<file path="config.mk">
export PLATFORM = sky130hd
export DESIGN_NAME = dmem_arbiter
export DESIGN_NICKNAME = d
export VERILOG_FILES = /design/src/rtl/dmem_arb_pkg.sv /design/src/rtl/dmem_arbiter_rr_pick.sv /design/src/rtl/dmem_arbiter.sv
export SDC_FILE = /design/constraint.sdc
export NUM_CORES = 1
export LEC_CHECK = 0
export CAP_MARGIN = 20
export CORE_UTILIZATION = 40
export CTS_BUF_LIST = sky130_fd_sc_hd__clkbuf_4 sky130_fd_sc_hd__clkbuf_8
export CTS_CLUSTER_DIAMETER = 150
export DETAILED_ROUTE_END_ITERATION = 16
export MAX_ROUTING_LAYER = met4
export PLACE_DENSITY = 0.92
export SETUP_SLACK_MARGIN = 0.05
export SLEW_MARGIN = 20
export SYNTH_ARGS = -nofsm -noshare
export SYNTH_HDL_FRONTEND = slang
export SYNTH_SLANG_ARGS = --single-unit
</file>
<file path="constraint.sdc">
create_clock -name clock -period 2.2 [get_ports clock]
set_input_delay 0.22 -clock clock [delete_from_list [all_inputs] [get_ports clock]]
set_output_delay 0.22 -clock clock [all_outputs]
set_load 0.02 [all_outputs]
</file>
<file path="src/rtl/dmem_arb_pkg.sv">
// Shared types and constants for the data-memory arbiter.
package dmem_arb_pkg;

  // Arbiter sequencing states.
  typedef enum logic [1:0] {
    ST_IDLE = 2'd0,
    ST_BUSY = 2'd1,
    ST_DONE = 2'd2
  } state_t;

  // Core memop encoding (low two bits give the size, bit 2 marks unsigned loads).
  localparam logic [2:0] MEMOP_B  = 3'b000;
  localparam logic [2:0] MEMOP_H  = 3'b001;
  localparam logic [2:0] MEMOP_W  = 3'b010;
  localparam logic [2:0] MEMOP_BU = 3'b100;
  localparam logic [2:0] MEMOP_HU = 3'b101;

  // Width of the busy-cycle down-counter (covers latencies 1..15).
  localparam int CNT_W = 4;

endpackage

</file>
<file path="src/rtl/dmem_arbiter_rr_pick.sv">
// Combinational two-way round-robin picker with an m1 priority lock.
module rr_pick (
  input  logic [1:0] req,
  input  logic       last,
  input  logic       lock,
  output logic [1:0] gnt
);

  // A lone requester always wins; on a tie the side that did not go last wins,
  // unless m1 went last and is holding the lock.
  always_comb begin
    gnt = 2'b00;
    case (req)
      2'b01:   gnt = 2'b01;
      2'b10:   gnt = 2'b10;
      2'b11:   gnt = (last && !lock) ? 2'b01 : 2'b10;
      default: gnt = 2'b00;
    endcase
  end

endmodule

</file>
<file path="src/rtl/dmem_arbiter.sv">
// Shares one data-memory port between the core load/store path (m0) and a
// secondary master (m1). Each access is grant -> MEM_LAT busy cycles -> done.
//
// Handshake: mN_req acts as valid and mN_gnt as the accept. A requester keeps
// req and its command fields stable until it sees gnt; the fields are sampled
// only in the gnt cycle. Dropping req before gnt withdraws the request cleanly.
module dmem_arbiter
  import dmem_arb_pkg::*;
#(
  parameter int          AW      = 32,
  parameter int          DW      = 32,
  parameter int unsigned MEM_LAT = 1
) (
  input  logic          clock,
  input  logic          reset,
  input  logic          m0_req,
  input  logic          m0_we,
  input  logic [2:0]    m0_op,
  input  logic [AW-1:0] m0_addr,
  input  logic [DW-1:0] m0_wdata,
  output logic          m0_gnt,
  output logic          m0_done,
  output logic [DW-1:0] m0_rdata,
  input  logic          m1_req,
  input  logic          m1_we,
  input  logic [2:0]    m1_op,
  input  logic [AW-1:0] m1_addr,
  input  logic [DW-1:0] m1_wdata,
  output logic          m1_gnt,
  output logic          m1_done,
  output logic [DW-1:0] m1_rdata,
  input  logic          m1_lock,
  output logic [AW-1:0] mem_addr,
  output logic [DW-1:0] mem_wdata,
  output logic [2:0]    mem_op,
  output logic          mem_we,
  input  logic [DW-1:0] mem_rdata,
  output logic          busy,
  output logic          owner,
  output state_t        dbg_state
);

  localparam logic [CNT_W-1:0] LAT_C   = CNT_W'(MEM_LAT);
  localparam logic [CNT_W-1:0] CNT_ONE = CNT_W'(1);

  state_t           state_q, state_d;
  logic [CNT_W-1:0] cnt_q;
  logic             last_q;
  logic             we_q;
  logic [1:0]       pick;
  logic             take;

  rr_pick u_pick (
    .req  ({m1_req, m0_req}),
    .last (last_q),
    .lock (m1_lock),
    .gnt  (pick)
  );

  // A command is accepted only while idle and someone was picked.
  assign take = (state_q == ST_IDLE) && (pick != 2'b00);

  // State register.
  always_ff @(posedge clock or negedge reset) begin
    if (!reset) state_q <= ST_IDLE;
    else        state_q <= state_d;
  end

  // Next-state and per-state strobes; strobes decode registered state so reset
  // removes them without waiting for an edge.
  always_comb begin
    state_d = state_q;
    m0_gnt  = 1'b0;
    m1_gnt  = 1'b0;
    m0_done = 1'b0;
    m1_done = 1'b0;
    mem_we  = 1'b0;
    case (state_q)
      ST_IDLE: begin
        m0_gnt = pick[0];
        m1_gnt = pick[1];
        if (pick != 2'b00) state_d = ST_BUSY;
      end
      ST_BUSY: begin
        mem_we = we_q && (cnt_q == LAT_C);
        if (cnt_q == CNT_ONE) state_d = ST_DONE;
      end
      ST_DONE: begin
        m0_done = ~owner;
        m1_done = owner;
        state_d = ST_IDLE;
      end
      default: state_d = ST_IDLE;
    endcase
  end

  assign busy      = (state_q != ST_IDLE);
  assign dbg_state = state_q;

  // Command latch, latency counter, arbitration history and read-data capture.
  always_ff @(posedge clock or negedge reset) begin
    if (!reset) begin
      cnt_q     <= '0;
      last_q    <= 1'b1;
      owner     <= 1'b0;
      we_q      <= 1'b0;
      mem_addr  <= '0;
      mem_wdata <= '0;
      mem_op    <= '0;
      m0_rdata  <= '0;
      m1_rdata  <= '0;
    end else begin
      if (take) begin
        owner     <= pick[1];
        last_q    <= pick[1];
        we_q      <= pick[1] ? m1_we    : m0_we;
        mem_addr  <= pick[1] ? m1_addr  : m0_addr;
        mem_wdata <= pick[1] ? m1_wdata : m0_wdata;
        mem_op    <= pick[1] ? m1_op    : m0_op;
        cnt_q     <= LAT_C;
      end else if (state_q == ST_BUSY) begin
        cnt_q <= cnt_q - CNT_ONE;
        if (cnt_q == CNT_ONE && !we_q) begin
          if (owner) m1_rdata <= mem_rdata;
          else       m0_rdata <= mem_rdata;
        end
      end
    end
  end

endmodule
</file>
==> flow_summary.ini <==
[outcome]
status = finished, final reports clean

[sta]
min_period_ps = 2040
hold_viol = 0
timing.setup.tns_ps = 0
worst-slew-pin-transition_ps = 700
finalCritPeriodShare_pct = 92.8
finalSetupViolCount = 0
grt_setup_unrepaired = no
clock.fmax_ghz = 0.490
skew_ps = 8.58
maxSlewHeadroom_pct = 53.3
maxSlewViolCount = 0

[logic_synthesis]
synth_seq_area_share_pct = 59.6
synth_edf_count = 0
yosys_warnings = 0
async_flop_share_pct = 100
ys_ff_latch = 140
yosysUniqueCellTypes = 36
syn_nets = 590
syn_area_mm2 = 0.00588
syn_avg_cell_area_um2 = 14.2
synthFlopType = dfrtp_1
netlist_instances = 415

[job]
drv_cap = 0

[grt]
grt_pass1_vias = 5274
grt_max_degree = 68
overflow = 0
grt_first_pass_wirelength_um = 28200
grt_usage_pct = 25.6
antenna_found_initial = 1

[drt]
ant_nets = 0
vias = 5127
viasPerCell = 5.57
drc = 0
drt_pass1_iterations = 4
routed_wl_um = 18800
drt_iter0_markers = 238
wl_per_cell_um = 20.5

[pwr]
power_switching_mw = 5.53
p_leak_nw = 3.98
power_switching_share_pct = 38.2
pwr-share-seq_pct = 32.3
fin_total_pwr_mw = 14.5
p_comb_share_pct = 52.3
vdd.ir_drop.worst_v = 0.000818
power.share.clock_pct = 15.5
power_per_cell_area_mw_per_mm2 = 1500
p_int_mw = 8.96

[floorplan]
rows = 43
fp.dieW_um = 123
initial_core_util_pct = 41.7
fp.dieH_um = 123
num_io_pins = 313
die_area_mm2 = 0.0152
core_mm2 = 0.0141

[place]
post_dp_cell_area_mm2 = 0.00921
place_inst = 886
portBuffers = 312
dp_hpwl_um = 14200
gp_congestion = 0.827

[clock_network]
clk_pin_slew_ps = 80
cts_inserted_buffers = 17
cts_root_buffer = clkbuf_8
cts_buffer_depth = 2
cts_tree = yes
htreeDepth = 4
postCtsSetupBuffers = 0
clock_latency_ps = 450
clock-sinks = 140

[critical_path]
cpMaxStageDelayCell = clkdlybuf4s50_1
endpoint_kind = primary output
cp_top_family = buffers and inverters
critical_path.startpoint_type = flop
crit_fanout = 8
cp_cell_sequence = nor2_4 > inv_2 > clkdlybuf4s50_1
critPathKind = flop to primary output
slowest_delay_ps = 650
required_ps = 1980
crit_buf_inv = 2
cp_data_arrival_time_ps = 1820

[finish]
regArea_mm2 = 0.00351
drive_above_1_share_pct = 7.85
stdcell_count = 920
syn2layout_area_growth_pct = 64.5
fin_area_mm2 = 0.00966
final_nets = 901
num-fill-cells = 932
multi_input_comb_area_mm2 = 0.00219
final_util_pct = 68.6

[min_path]
hold_path.class = input pin to async pin
==> per-layer routing <==
layer  vias to the layer above  wire length, um  part of all wire [%]  GRT usage (%)
met5                         -                0                     0              -
met4                         0              805                   4.3           13.8
met3                        56             1510                   8.0           6.55
met2                       305             9430                    50           41.6
met1                      2547             7090                    38           29.0
li1                       2219                -                     -              -
==> final cells by class <==
class                      count  share of cell area [%]
antenna                        1                  0.0259
clock buffer                  22                    3.07
clock inverter                10                    1.41
inverter                       5                   0.194
multi-input combinational    234                    22.6
sequential                   140                    36.3
tap                          180                    2.33
timing repair buffer         328                    34.1
==> layout by cell type (no fill, tap or decap), drive strengths merged, types with 4 or more instances in the layout <==
cell type      synthesis  final
mux2                  64     64
o21ai                  4      4
clkbuf                11     22
a221o                 67     67
clkdlybuf4s50          0    308
inv                    5      6
buf                   25     17
a21boi                68     68
dfrtp                139    139
==> cells in the mapped netlist, types with 2 or more instances <==
master | count | area [um^2]
a221o_1 | 67 | 671
inv_1 | 4 | 15.0
clkbuf_1 | 11 | 41.3
dfrtp_1 | 139 | 3480
buf_2 | 21 | 105
nand2_1 | 2 | 7.51
ha_1 | 2 | 25.0
o21ai_0 | 3 | 15.0
a21boi_0 | 68 | 510
nand4b_1 | 2 | 17.5
buf_6 | 2 | 22.5
nor2b_1 | 2 | 12.5
nand2b_1 | 2 | 12.5
mux2_1 | 64 | 721
nand3b_1 | 2 | 15.0
o211ai_1 | 2 | 15.0
nor2_1 | 2 | 7.51
a21o_1 | 2 | 15.0
==> path summary, 6_finish.rpt <==
path | startpoint | end | slack, ps | cells past startpoint
max | dbg_state[1] | busy | 160 | 3
min | reset | m0_rdata[21] | 320 | 2
max reg2reg | dbg_state[0] | mem_wdata[22] | 210 | 5
min reg2reg | m1_rdata[31] | m1_rdata[31] | 490 | 1
max in group asynchronous | reset | m1_rdata[28] | 1180 | 3
min in group clock | m0_op[2] | mem_op[2] | 380 | 2
==> registers in the layout (all words and copies together), names as in the netlist, 2 cells and up <==
| name | flops |
|---|---|
| mem_op | 3 |
| dbg_state | 2 |
| mem_wdata | 32 |
| mem_addr | 32 |
| cnt_q | 4 |
| m0_rdata | 32 |
| m1_rdata | 32 |
==> per-stage QoR <==
stage	setup WS [ps]	hold WS, ps
after floorplan	534	-75.6
after global placement	151	233
after detailed placement	73.6	238
after CTS	67.0	308
after global routing	66.5	348
final	159	321
==> power by group through the flow <==
stage / Combinational, mW / Sequential (mW) / Clock (mW)
3_5_place_dp: 7.59 / 4.69 / 0
5_1_grt: 8.03 / 4.83 / 2.38
4_1_cts: 7.61 / 4.67 / 2.28
2_1_floorplan: 2.40 / 6.05 / 0
3_3_place_gp: 7.32 / 4.61 / 0
6_report: 7.58 / 4.68 / 2.24
==> kinds of logic after synthesis <==
kind of cell / count (synthesis) / synth area share, %
multiplexers: 65 / 12.4
XOR/XNOR: 1 / 0.149
buffers and inverters: 41 / 3.39
adder cells (fa/ha/maj): 2 / 0.426
AO/OA/AOI/OAI: 146 / 21.6
AND/OR/NAND/NOR: 20 / 2.34
flip-flops: 140 / 59.6
==> what timing repair did <==
item	CTS	global route
setup endpoints to repair	3	4
cloned	0	0
gates resized for setup	9	3
endpoints found under the hold margin	57	0
hold buffers	1	0
Note: power is estimated with default switching activity, not from simulation.
